## config.mk

```make
export PLATFORM = sky130hd
export DESIGN_NAME = latch_bank_ctrl
export DESIGN_NICKNAME = d
export VERILOG_FILES = /design/src/rtl/latch_bank_pkg.sv /design/src/rtl/rr_arbiter.sv /design/src/rtl/latch_bank_ctrl.sv
export SDC_FILE = /design/constraint.sdc
export NUM_CORES = 1
export LEC_CHECK = 0
export CORE_MARGIN = 2
export CORE_UTILIZATION = 53
export DETAILED_ROUTE_END_ITERATION = 6
export PLACE_DENSITY_LB_ADDON = 0.2
export SLEW_MARGIN = 15
export SYNTH_ARGS = -nofsm -noshare
export SYNTH_HDL_FRONTEND = slang
export SYNTH_SLANG_ARGS = --single-unit
```

## constraint.sdc

```tcl
create_clock -name clk -period 5.9 [get_ports clk]
set_clock_uncertainty 0.05 [all_clocks]
set_input_delay 0.885 -clock clk [delete_from_list [all_inputs] [get_ports clk]]
set_output_delay 0.885 -clock clk [all_outputs]
set_load 0.01 [all_outputs]
```

## src/rtl/latch_bank_pkg.sv

```systemverilog
// latch_bank_pkg
//   Shared types and constants for the latch bank controller and its
//   round-robin arbiter.
//   - state_t     : controller phase (IDLE / SETUP / OPEN / HOLD)
//   - DEF_*_CYC   : default phase lengths in clock cycles
//   - cnt_width() : width of the phase down-counter for a given set of
//                   phase lengths
//   - idx_width() : width of a requester index for a given requester count
package latch_bank_pkg;

    typedef enum logic [1:0] {
        IDLE  = 2'd0,
        SETUP = 2'd1,
        OPEN  = 2'd2,
        HOLD  = 2'd3
    } state_t;

    localparam int DEF_SETUP_CYC = 1;
    localparam int DEF_OPEN_CYC  = 2;
    localparam int DEF_HOLD_CYC  = 1;

    // One spare bit above $clog2 of the longest phase, so that every
    // reload value (length-1) fits with room to spare.
    function automatic int cnt_width(input int a, input int b, input int c);
        int m;
        m = a;
        if (b > m) m = b;
        if (c > m) m = c;
        return $clog2(m) + 1;
    endfunction

    function automatic int idx_width(input int n);
        return (n > 1) ? $clog2(n) : 1;
    endfunction

endpackage

```

## src/rtl/rr_arbiter.sv

```systemverilog
// rr_arbiter
//   Purely combinational round-robin arbiter. Searches upward from i_ptr,
//   wrapping modulo NREQ, for the first request not blocked by i_mask.
// Ports:
//   i_req  [NREQ] request vector
//   i_ptr  [PW]   index where the search starts
//   i_mask [NREQ] requests to ignore (1 = excluded)
//   o_gnt  [NREQ] one-hot grant (all zero when nothing is eligible)
//   o_idx  [PW]   index of the granted requester
//   o_vld         a grant was found
module rr_arbiter
    import latch_bank_pkg::*;
#(
    parameter int NREQ = 4,
    parameter int PW   = idx_width(NREQ)
) (
    input  logic [NREQ-1:0] i_req,
    input  logic [PW-1:0]   i_ptr,
    input  logic [NREQ-1:0] i_mask,
    output logic [NREQ-1:0] o_gnt,
    output logic [PW-1:0]   o_idx,
    output logic            o_vld
);

    logic [NREQ-1:0] w_req_m;
    int              w_j;

    always_comb begin
        w_req_m = i_req & ~i_mask;
        o_gnt   = '0;
        o_idx   = '0;
        o_vld   = 1'b0;
        w_j     = 0;
        for (int i = 0; i < NREQ; i++) begin
            w_j = (int'(i_ptr) + i) % NREQ;
            if (!o_vld && w_req_m[PW'(w_j)]) begin
                o_vld             = 1'b1;
                o_gnt[PW'(w_j)]   = 1'b1;
                o_idx             = PW'(w_j);
            end
        end
    end

endmodule

```

## src/rtl/latch_bank_ctrl.sv

```systemverilog
// latch_bank_ctrl
//   Arbitrates NREQ requesters onto a bank of 2**AW transparent latch words.
//   Each transaction runs a timed SETUP -> OPEN -> HOLD window on the chosen
//   word and then pulses ack to the winner. The bank's enables are active
//   low: a latch is transparent while its enable is 0.
// Ports:
//   clk       clock, rising edge
//   rst       asynchronous active-high reset
//   req       [NREQ]     level request per requester
//   addr      [NREQ*AW]  word address, requester i at [i*AW +: AW]
//   wdata     [NREQ*DW]  write data, requester i at [i*DW +: DW]
//   ack       [NREQ]     one-cycle one-hot completion pulse
//   busy                 high whenever the controller is not IDLE
//   lat_data  [DW]       data bus to the bank
//   lat_en_n  [2**AW]    per-word enable, 0 = open
// Build option:
//   LATCH_BANK_CTRL_B2B_EN - on the last HOLD cycle arbitrate again with the
//   current winner masked and, on a hit, go straight to SETUP (no IDLE gap).
//
// state | meaning
// IDLE  | waiting for a request; arbitrates and captures on a hit
// SETUP | data driven, all enables closed
// OPEN  | enable of the captured word low
// HOLD  | enables closed, data held; ack on the final cycle
module latch_bank_ctrl
    import latch_bank_pkg::*;
#(
    parameter int NREQ      = 4,
    parameter int DW        = 8,
    parameter int AW        = 2,
    parameter int SETUP_CYC = DEF_SETUP_CYC,
    parameter int OPEN_CYC  = DEF_OPEN_CYC,
    parameter int HOLD_CYC  = DEF_HOLD_CYC
) (
    input  logic                 clk,
    input  logic                 rst,
    input  logic [NREQ-1:0]      req,
    input  logic [NREQ*AW-1:0]   addr,
    input  logic [NREQ*DW-1:0]   wdata,
    output logic [NREQ-1:0]      ack,
    output logic                 busy,
    output logic [DW-1:0]        lat_data,
    output logic [(2**AW)-1:0]   lat_en_n
);

    localparam int NW = 2**AW;
    localparam int PW = idx_width(NREQ);
    localparam int CW = cnt_width(SETUP_CYC, OPEN_CYC, HOLD_CYC);

    localparam logic [CW-1:0] C_SETUP = CW'(SETUP_CYC - 1);
    localparam logic [CW-1:0] C_OPEN  = CW'(OPEN_CYC - 1);
    localparam logic [CW-1:0] C_HOLD  = CW'(HOLD_CYC - 1);

    state_t          r_state;
    logic [CW-1:0]   r_cnt;
    logic [PW-1:0]   r_ptr;
    logic [PW-1:0]   r_win;
    logic [NREQ-1:0] r_win_oh;
    logic [AW-1:0]   r_addr;
    logic [DW-1:0]   r_data;
    logic [NW-1:0]   r_en_n;
    logic [NREQ-1:0] r_ack;
    logic            r_busy;

    state_t          w_state_nx;
    logic [CW-1:0]   w_cnt_nx;
    logic [PW-1:0]   w_ptr_nx;
    logic            w_capture;
    logic            w_last;

    logic [PW-1:0]   w_win_inc;
    logic [PW-1:0]   w_arb_ptr;
    logic [NREQ-1:0] w_arb_mask;
    logic [NREQ-1:0] w_gnt;
    logic [PW-1:0]   w_gnt_idx;
    logic            w_gnt_vld;

    assign w_win_inc = (r_win == PW'(NREQ - 1)) ? '0 : r_win + PW'(1);

    // In HOLD the arbiter is looking at the next transaction: start from
    // where the pointer is about to land and exclude the current winner.
    // Only the back-to-back build acts on that result.
    assign w_arb_ptr  = (r_state == HOLD) ? w_win_inc : r_ptr;
    assign w_arb_mask = (r_state == HOLD) ? r_win_oh  : '0;

    rr_arbiter #(
        .NREQ (NREQ),
        .PW   (PW)
    ) u_arb (
        .i_req  (req),
        .i_ptr  (w_arb_ptr),
        .i_mask (w_arb_mask),
        .o_gnt  (w_gnt),
        .o_idx  (w_gnt_idx),
        .o_vld  (w_gnt_vld)
    );

    assign w_last = (r_cnt == '0);

    always_comb begin
        w_state_nx = r_state;
        w_cnt_nx   = r_cnt;
        w_ptr_nx   = r_ptr;
        w_capture  = 1'b0;
        case (r_state)
            IDLE: begin
                if (w_gnt_vld) begin
                    w_capture  = 1'b1;
                    w_state_nx = SETUP;
                    w_cnt_nx   = C_SETUP;
                end
            end
            SETUP: begin
                if (w_last) begin
                    w_state_nx = OPEN;
                    w_cnt_nx   = C_OPEN;
                end else begin
                    w_cnt_nx   = r_cnt - CW'(1);
                end
            end
            OPEN: begin
                if (w_last) begin
                    w_state_nx = HOLD;
                    w_cnt_nx   = C_HOLD;
                end else begin
                    w_cnt_nx   = r_cnt - CW'(1);
                end
            end
            HOLD: begin
                if (w_last) begin
                    w_ptr_nx = w_win_inc;
`ifdef LATCH_BANK_CTRL_B2B_EN
                    if (w_gnt_vld) begin
                        w_capture  = 1'b1;
                        w_state_nx = SETUP;
                        w_cnt_nx   = C_SETUP;
                    end else begin
                        w_state_nx = IDLE;
                        w_cnt_nx   = '0;
                    end
`else
                    w_state_nx = IDLE;
                    w_cnt_nx   = '0;
`endif
                end else begin
                    w_cnt_nx = r_cnt - CW'(1);
                end
            end
            default: begin
                w_state_nx = IDLE;
                w_cnt_nx   = '0;
            end
        endcase
    end

    always_ff @(posedge clk or posedge rst) begin
        if (rst) begin
            r_state <= IDLE;
        end else begin
            r_state <= w_state_nx;
        end
    end

    // Outputs are registered from the next-state decode so each one changes
    // on exactly the edge that enters the phase it belongs to.
    always_ff @(posedge clk or posedge rst) begin
        if (rst) begin
            r_cnt    <= '0;
            r_ptr    <= '0;
            r_win    <= '0;
            r_win_oh <= '0;
            r_addr   <= '0;
            r_data   <= '0;
            r_en_n   <= '1;
            r_ack    <= '0;
            r_busy   <= 1'b0;
        end else begin
            r_cnt  <= w_cnt_nx;
            r_ptr  <= w_ptr_nx;
            r_busy <= (w_state_nx != IDLE);
            r_en_n <= (w_state_nx == OPEN) ? ~(NW'(1) << r_addr) : '1;
            r_ack  <= (w_state_nx == HOLD && w_cnt_nx == '0) ? r_win_oh : '0;
            if (w_capture) begin
                r_win    <= w_gnt_idx;
                r_win_oh <= w_gnt;
                r_addr   <= addr[int'(w_gnt_idx)*AW +: AW];
                r_data   <= wdata[int'(w_gnt_idx)*DW +: DW];
            end
        end
    end

    assign ack      = r_ack;
    assign busy     = r_busy;
    assign lat_data = r_data;
    assign lat_en_n = r_en_n;

endmodule

```

==> results of run 1 <==
==> kinds of logic after synthesis <==
group	count (synthesis)
AND/OR/NAND/NOR	105
AO/OA/AOI/OAI	52
flip-flops	31
XOR/XNOR	2
adder cells (fa/ha/maj)	9
buffers and inverters	18
multiplexers	29
==> area by class of cell <==
| cell class | count | area (um2) | share of cell area [%] |
|---|---|---|---|
| clock buffer | 7 | 76.3 | 2.49 |
| clock inverter | 1 | 5.00 | 0.163 |
| inverter | 4 | 15.0 | 0.490 |
| multi-input combinational | 197 | 1470 | 48.0 |
| sequential | 31 | 781 | 25.5 |
| tap | 52 | 65.1 | 2.12 |
| timing repair buffer | 66 | 651 | 21.2 |
==> per-stage QoR <==
step                      area [um2]  setup slack, ps  power [uW]  std cells
final                           3070             2330        1900        358
after global routing            3070             2130        2060        358
after detailed placement        2980             2360        1740        350
after global placement          2980             2440        1730        350
after CTS                       3070             2350        1910        358
after floorplan                 2360             2900        1460        246
==> cell usage after synthesis, types with 2 or more instances <==
cell type	n
nand2_1	24
clkbuf_1	5
nor2b_1	7
a21o_1	3
dfstp_2	4
a22o_1	2
a32oi_1	2
a31oi_1	6
a211oi_1	2
and3_1	4
ha_1	9
nand4_1	4
mux2_2	6
mux2i_1	15
nand3_1	24
buf_2	3
nor2_1	14
buf_4	2
nor3b_1	2
nor3_1	2
nand2b_1	3
o211ai_2	4
o211ai_1	7
o221ai_1	2
buf_6	4
mux2_4	7
a21oi_1	7
inv_1	3
or2_2	2
and2_1	8
dfrtp_1	27
==> power by group <==
group,switching (uW),total [uW],internal [uW],leakage (uW)
registers,91.1,402,311,0.000377
logic,734,1340,609,0.000857
clock network,76.1,159,82.6,0.0000422
total,901,1900,1000,0.00128
==> layout by cell type, fill, tap and decap left out, types with 3 or more instances in the layout <==
cell type,synthesis,routed
a21o_1,3,3
a21oi_1,7,7
a31oi_1,6,6
and2_1,8,8
and3_1,4,4
buf_4,2,4
clkbuf_8,0,5
clkdlybuf4s50_1,0,62
dfrtp_1,27,27
dfstp_2,4,4
ha_1,9,9
inv_1,3,3
mux2_2,6,6
mux2_4,7,7
mux2i_1,15,15
nand2_1,24,24
nand2b_1,3,3
nand3_1,24,24
nand4_1,4,4
nor2_1,14,14
nor2b_1,7,7
o211ai_1,7,7
o211ai_2,4,4
==> worst max-delay path by stage <==
stage | endpoint | slack, ps | cells after the start
6_report | lat_data[1]$_DFFE_PP0P_ | 2330 | 10
2_1_floorplan | lat_data[1]$_DFFE_PP0P_ | 2900 | 12
4_1_cts | r_addr[1]$_DFFE_PP0P_ | 2350 | 10
5_1_grt | r_addr[1]$_DFFE_PP0P_ | 2130 | 10
3_5_place_dp | lat_data[1]$_DFFE_PP0P_ | 2360 | 10
3_3_place_gp | r_addr[1]$_DFFE_PP0P_ | 2440 | 10
==> routing by layer <==
| layer | vias to the layer above | part of all wire, % | GRT usage (%) |
|---|---|---|---|
| met5 | - | 0 | 0 |
| met4 | 0 | 2.6 | 8.81 |
| met3 | 14 | 6.7 | 4.99 |
| met2 | 72 | 46 | 37.2 |
| met1 | 1005 | 44 | 31.3 |
| li1 | 1038 | - | - |
==> flip-flops by register name (all words and copies together) (netlist names) <==
| signal | cells |
|---|---|
| ack | 4 |
| busy | 1 |
| lat_data | 8 |
| lat_en_n | 4 |
| r_addr | 2 |
| r_cnt | 2 |
| r_ptr | 2 |
| r_state | 2 |
| r_win | 2 |
| r_win_oh | 4 |
==> critical path, cell delays in order (launching register included) <==
cell,delay (ps)
dfrtp_1,740
a21boi_1,210
nor2_2,540
ha_1,340
inv_1,120
a41o_1,210
a311o_1,330
a21oi_2,130
buf_4,340
mux2_2,380
o211ai_1,90
==> impl_metrics.json, run 1 <==
{
  "grt_remaining_overflow": 0,
  "reg2reg_slack_ps": 2330,
  "hold_violations": 0,
  "ys_warn_count": 0,
  "cp.arrival_ps": 3720,
  "root_buffer": "clkbuf_8",
  "grtUsageTotal_pct": 23.3,
  "syn_inst": 246,
  "end_kind": "flop",
  "min-delay-start": "r_addr[1]$_DFFE_PP0P_",
  "clkLatencyLatePin_ps": 280,
  "powerDensity_nw_per_um2": 621,
  "diodes": 0,
  "ant_nets": 0,
  "vdd_drop_max_uv": 383,
  "post_cts_buffers": 0,
  "hold_class": "reg2reg",
  "fmaxAchievable_mhz": 280,
  "rsz0062_at_grt": "false",
  "cts.clk_slew.worst_paths_ps": 60,
  "firstDrtPassIters": 4,
  "wl_um": 5590,
  "drv_cap": 0,
  "area_growth_pct": 30.0,
  "yosys.area.top_type": "dfrtp_1",
  "slew-limit-headroom_pct": 51.4,
  "grt_pass1_wl_um": 9290,
  "start_util_pct": 54.5,
  "worstPathRequired_ps": 6050,
  "cts.sinks": 31,
  "syn_nets": 301,
  "muxShareOfSynthArea_pct": 14.6,
  "synth_top_area_share_pct": 28.7,
  "status": "completed",
  "synthAdderAreaFrac_pct": 4.78,
  "fp.dieW_um": 70.7,
  "p_leak_uw": 0.00128,
  "ys_ff_latch": 31,
  "post-route-drc-count": 0,
  "drive_above_1_share_pct": 14.7,
  "r2r-start": "r_state[1]$_DFF_PP0_",
  "setup_tns_ps": 0,
  "viasPerCell": 5.95,
  "reg2reg_to": "lat_data[1]$_DFFE_PP0P_",
  "rows": 24,
  "yosys_most_used_dff": "dfrtp_1",
  "vias": 2129,
  "drt-initial-drc-count": 120,
  "netlist_area_um2": 2360,
  "min_to": "lat_en_n[2]$_DFF_PP1_",
  "layout_min_cycle_time_ps": 3570,
  "ys_types": 63,
  "grt_max_degree": 32,
  "synth_xor_area_share_pct": 0.743,
  "ys_seq_area_share_pct": 33.1,
  "dp_hpwl_um": 4180,
  "portBuffers": 62,
  "synth.area.top_cells": "dfrtp_1 29%, mux2i_1 6.4%, nand3_1 5.1%, ha_1 4.8%, dfstp_2 4.5%",
  "worstSetupPathType": "reg2reg",
  "slew_viol_final": 0,
  "cts_resized": 0,
  "hold_slack_ps": 403,
  "hold_depth": 1,
  "core_um2": 4320,
  "avgSynthCellArea_um2": 9.58,
  "start_kind": "flop",
  "gp_congestion": 0.861,
  "grt_pass1_vias": 2069,
  "r2r_cells": 10,
  "layout_worst_path_cycle_share_pct": 60.5,
  "htree_levels": 2,
  "timing_worst_slew_pin_value_ps": 729,
  "die-area_um2": 5000,
  "numCtsBuffers": 5,
  "final_util_pct": 70.9,
  "cts_buffer_depth": 2,
  "synth_top_family_by_area": "simple AND/OR/NAND/NOR gates",
  "antenna_found_initial": 0,
  "synth-edff-count": 0,
  "fill_cells": 333,
  "cts_tree": "yes",
  "critPathLaunch": "r_state[1]$_DFF_PP0_",
  "wl_per_cell_um": 15.6,
  "ctsHoldBuffers": 0,
  "synth-simple-area-share_pct": 24.6,
  "cp_max_fo": 21,
  "synth_compound_area_share_pct": 17.5,
  "die_h_um": 70.7,
  "finalSetupViolCount": 0,
  "io_pins": 63,
  "synthArstFlopShare_pct": 100,
  "nets": 360
}
No activity file was read; power rests on OpenSTA's default activity.
==> run 2, diff against run 1 <==
- CORE_UTILIZATION: 53 -> 44
- clock period: 5.9 -> 2.9 ns (I/O delays scaled with it)
==> run 2 against run 1 <==
Clock-buffer cell count shrank 1. Worst setup slack lost 2300 ps. Cell count grew 9.5%. Sequential power grew 93%. First-iteration DRC count shrank 13%. Utilization shrank 5.5 points. Routed wire length grew 11%. Register-to-register slack lost 2300 ps. Non-clock buffer count grew 16. Via count grew 1.6%. Clock power grew to 2.8 times the previous value. Critical endpoint is now lat_data[6]$_DFFE_PP0P_. Highest routed layer unchanged.
==> impl_metrics.json, run 2 (same netlist as run 1, synthesis figures left out) <==
{
  "status": "completed",
  "end_kind": "flop",
  "nets": 376,
  "wl_um": 6200,
  "fmaxAchievable_mhz": 350,
  "portBuffers": 62,
  "rows": 26,
  "die-area_um2": 5960,
  "worstPathRequired_ps": 3060,
  "drv_cap": 0,
  "wl_per_cell_um": 15.8,
  "die_h_um": 77.2,
  "cts.clk_slew.worst_paths_ps": 70,
  "clkLatencyLatePin_ps": 280,
  "p_leak_uw": 0.00142,
  "ctsHoldBuffers": 0,
  "start_util_pct": 45.9,
  "hold_class": "reg2reg",
  "slew_viol_final": 0,
  "firstDrtPassIters": 4,
  "fill_cells": 429,
  "drive_above_1_share_pct": 20.8,
  "setup_tns_ps": 0,
  "antenna_found_initial": 0,
  "grt_remaining_overflow": 0,
  "final_cell_area_um2": 3360,
  "diodes": 0,
  "cts.sinks": 31,
  "cts_buffer_depth": 2,
  "start_kind": "flop",
  "grtUsageTotal_pct": 21.4,
  "cp_top_family": "compound AO/OA/AOI/OAI gates",
  "post-route-drc-count": 0,
  "largest_reg_flops": 8,
  "grt_pass1_wl_um": 10200,
  "path_cells": "ha_2 -> and4bb_4 -> nor2_8 -> ha_4 -> inv_2 -> a41o_1 -> a311o_1 -> a21oi_4 -> clkbuf_16 -> mux2_4 -> o211ai_2",
  "htree_levels": 2,
  "grt_pass1_vias": 2139,
  "cts_tree": "yes",
  "viasPerCell": 5.52,
  "finalSetupViolCount": 0,
  "place_area_um2": 3140,
  "numCtsBuffers": 5,
  "vdd_drop_max_uv": 676,
  "core_um2": 5140,
  "dp_hpwl_um": 4540,
  "critical-path-max-stage-delay_ps": 390,
  "timing_worst_slew_pin_value_ps": 583,
  "layout_worst_path_cycle_share_pct": 98.5,
  "cp.arrival_ps": 3010,
  "final_util_pct": 65.4,
  "vias": 2164,
  "gp_congestion": 0.934,
  "grt_max_degree": 32,
  "cp_max_fo": 10,
  "root_buffer": "clkbuf_8",
  "slew-limit-headroom_pct": 61.0,
  "cpMaxStageDelayCell": "dfrtp_1",
  "area_growth_pct": 42.7,
  "hold_violations": 0,
  "layout_min_cycle_time_ps": 2860,
  "ant_nets": 0,
  "powerDensity_nw_per_um2": 1400,
  "rsz0062_at_grt": "true",
  "fp.dieW_um": 77.2,
  "worstSetupPathType": "reg2reg",
  "final_cell_mix": "62 x clkdlybuf4s50_1, 27 x dfrtp_1, 24 x nand2_1, 24 x nand3_1, 15 x mux2i_1",
  "crit_buf_inv": 2,
  "final_common_cell": "clkdlybuf4s50_1",
  "drt-initial-drc-count": 104,
  "io_pins": 63
}
run 2: changes by cell type in the layout (fill, tap and decap cells not counted), sizes merged:
cell    delta
buf       +14
bufinv     +1
clkbuf     +1
run 2: routing by layer:
metal,routed length (um),GRT usage (%)
met5,0,0
met4,34,6.07
met3,266,3.65
met2,3130,35.7
met1,2770,28.7
run 2: final cells by class:
class,instances,area [um2],share of cell area (%)
clock buffer,6,82.6,2.46
tap,70,87.6,2.60
timing repair buffer,82,847,25.2
sequential,31,781,23.2
inverter,4,15.0,0.446
multi-input combinational,197,1520,45.1
clock inverter,2,35.0,1.04
run 2: path summary, 6_finish.rpt:
kind / start / end / slack [ps] / depth (start not counted)
worst max-delay path: r_win[1]$_DFFE_PP0P_ / lat_data[6]$_DFFE_PP0P_ / 40 / 11
worst min-delay path: r_addr[1]$_DFFE_PP0P_ / lat_en_n[2]$_DFF_PP1_ / 410 / 1
worst max register to register: r_win[1]$_DFFE_PP0P_ / lat_data[6]$_DFFE_PP0P_ / 40 / 11
worst min register to register: r_addr[1]$_DFFE_PP0P_ / lat_en_n[2]$_DFF_PP1_ / 410 / 1
max in group asynchronous: rst / lat_en_n[3]$_DFF_PP1_ / 1990 / 3
min in group asynchronous: rst / r_state[0]$_DFF_PP0_ / 490 / 3
run 2: what timing repair did:
action                                 CTS  global route
setup buffers                            0             3
setup endpoints to repair                0            10
endpoints found under the hold margin    0             0
gates resized for setup                  0             8
run 2: report_power, final:
| group | leakage, uW | internal [uW] | switching [uW] |
|---|---|---|---|
| logic | 0.000978 | 1740 | 1750 |
| clock network | 0.0000612 | 278 | 166 |
| registers | 0.000377 | 633 | 141 |
| total | 0.00142 | 2660 | 2060 |
run 2: metrics by stage:
stage | std cells | total power, uW | setup slack (ps) | hold WS [ps]
6_report | 392 | 4720 | 42.2 | 410
3_3_place_gp | 379 | 3810 | 102 | 395
4_1_cts | 387 | 4330 | 3.73 | 413
2_1_floorplan | 246 | 3010 | 7.00 | 369
3_5_place_dp | 379 | 3870 | 11.8 | 402
5_1_grt | 392 | 5070 | -40.4 | 444
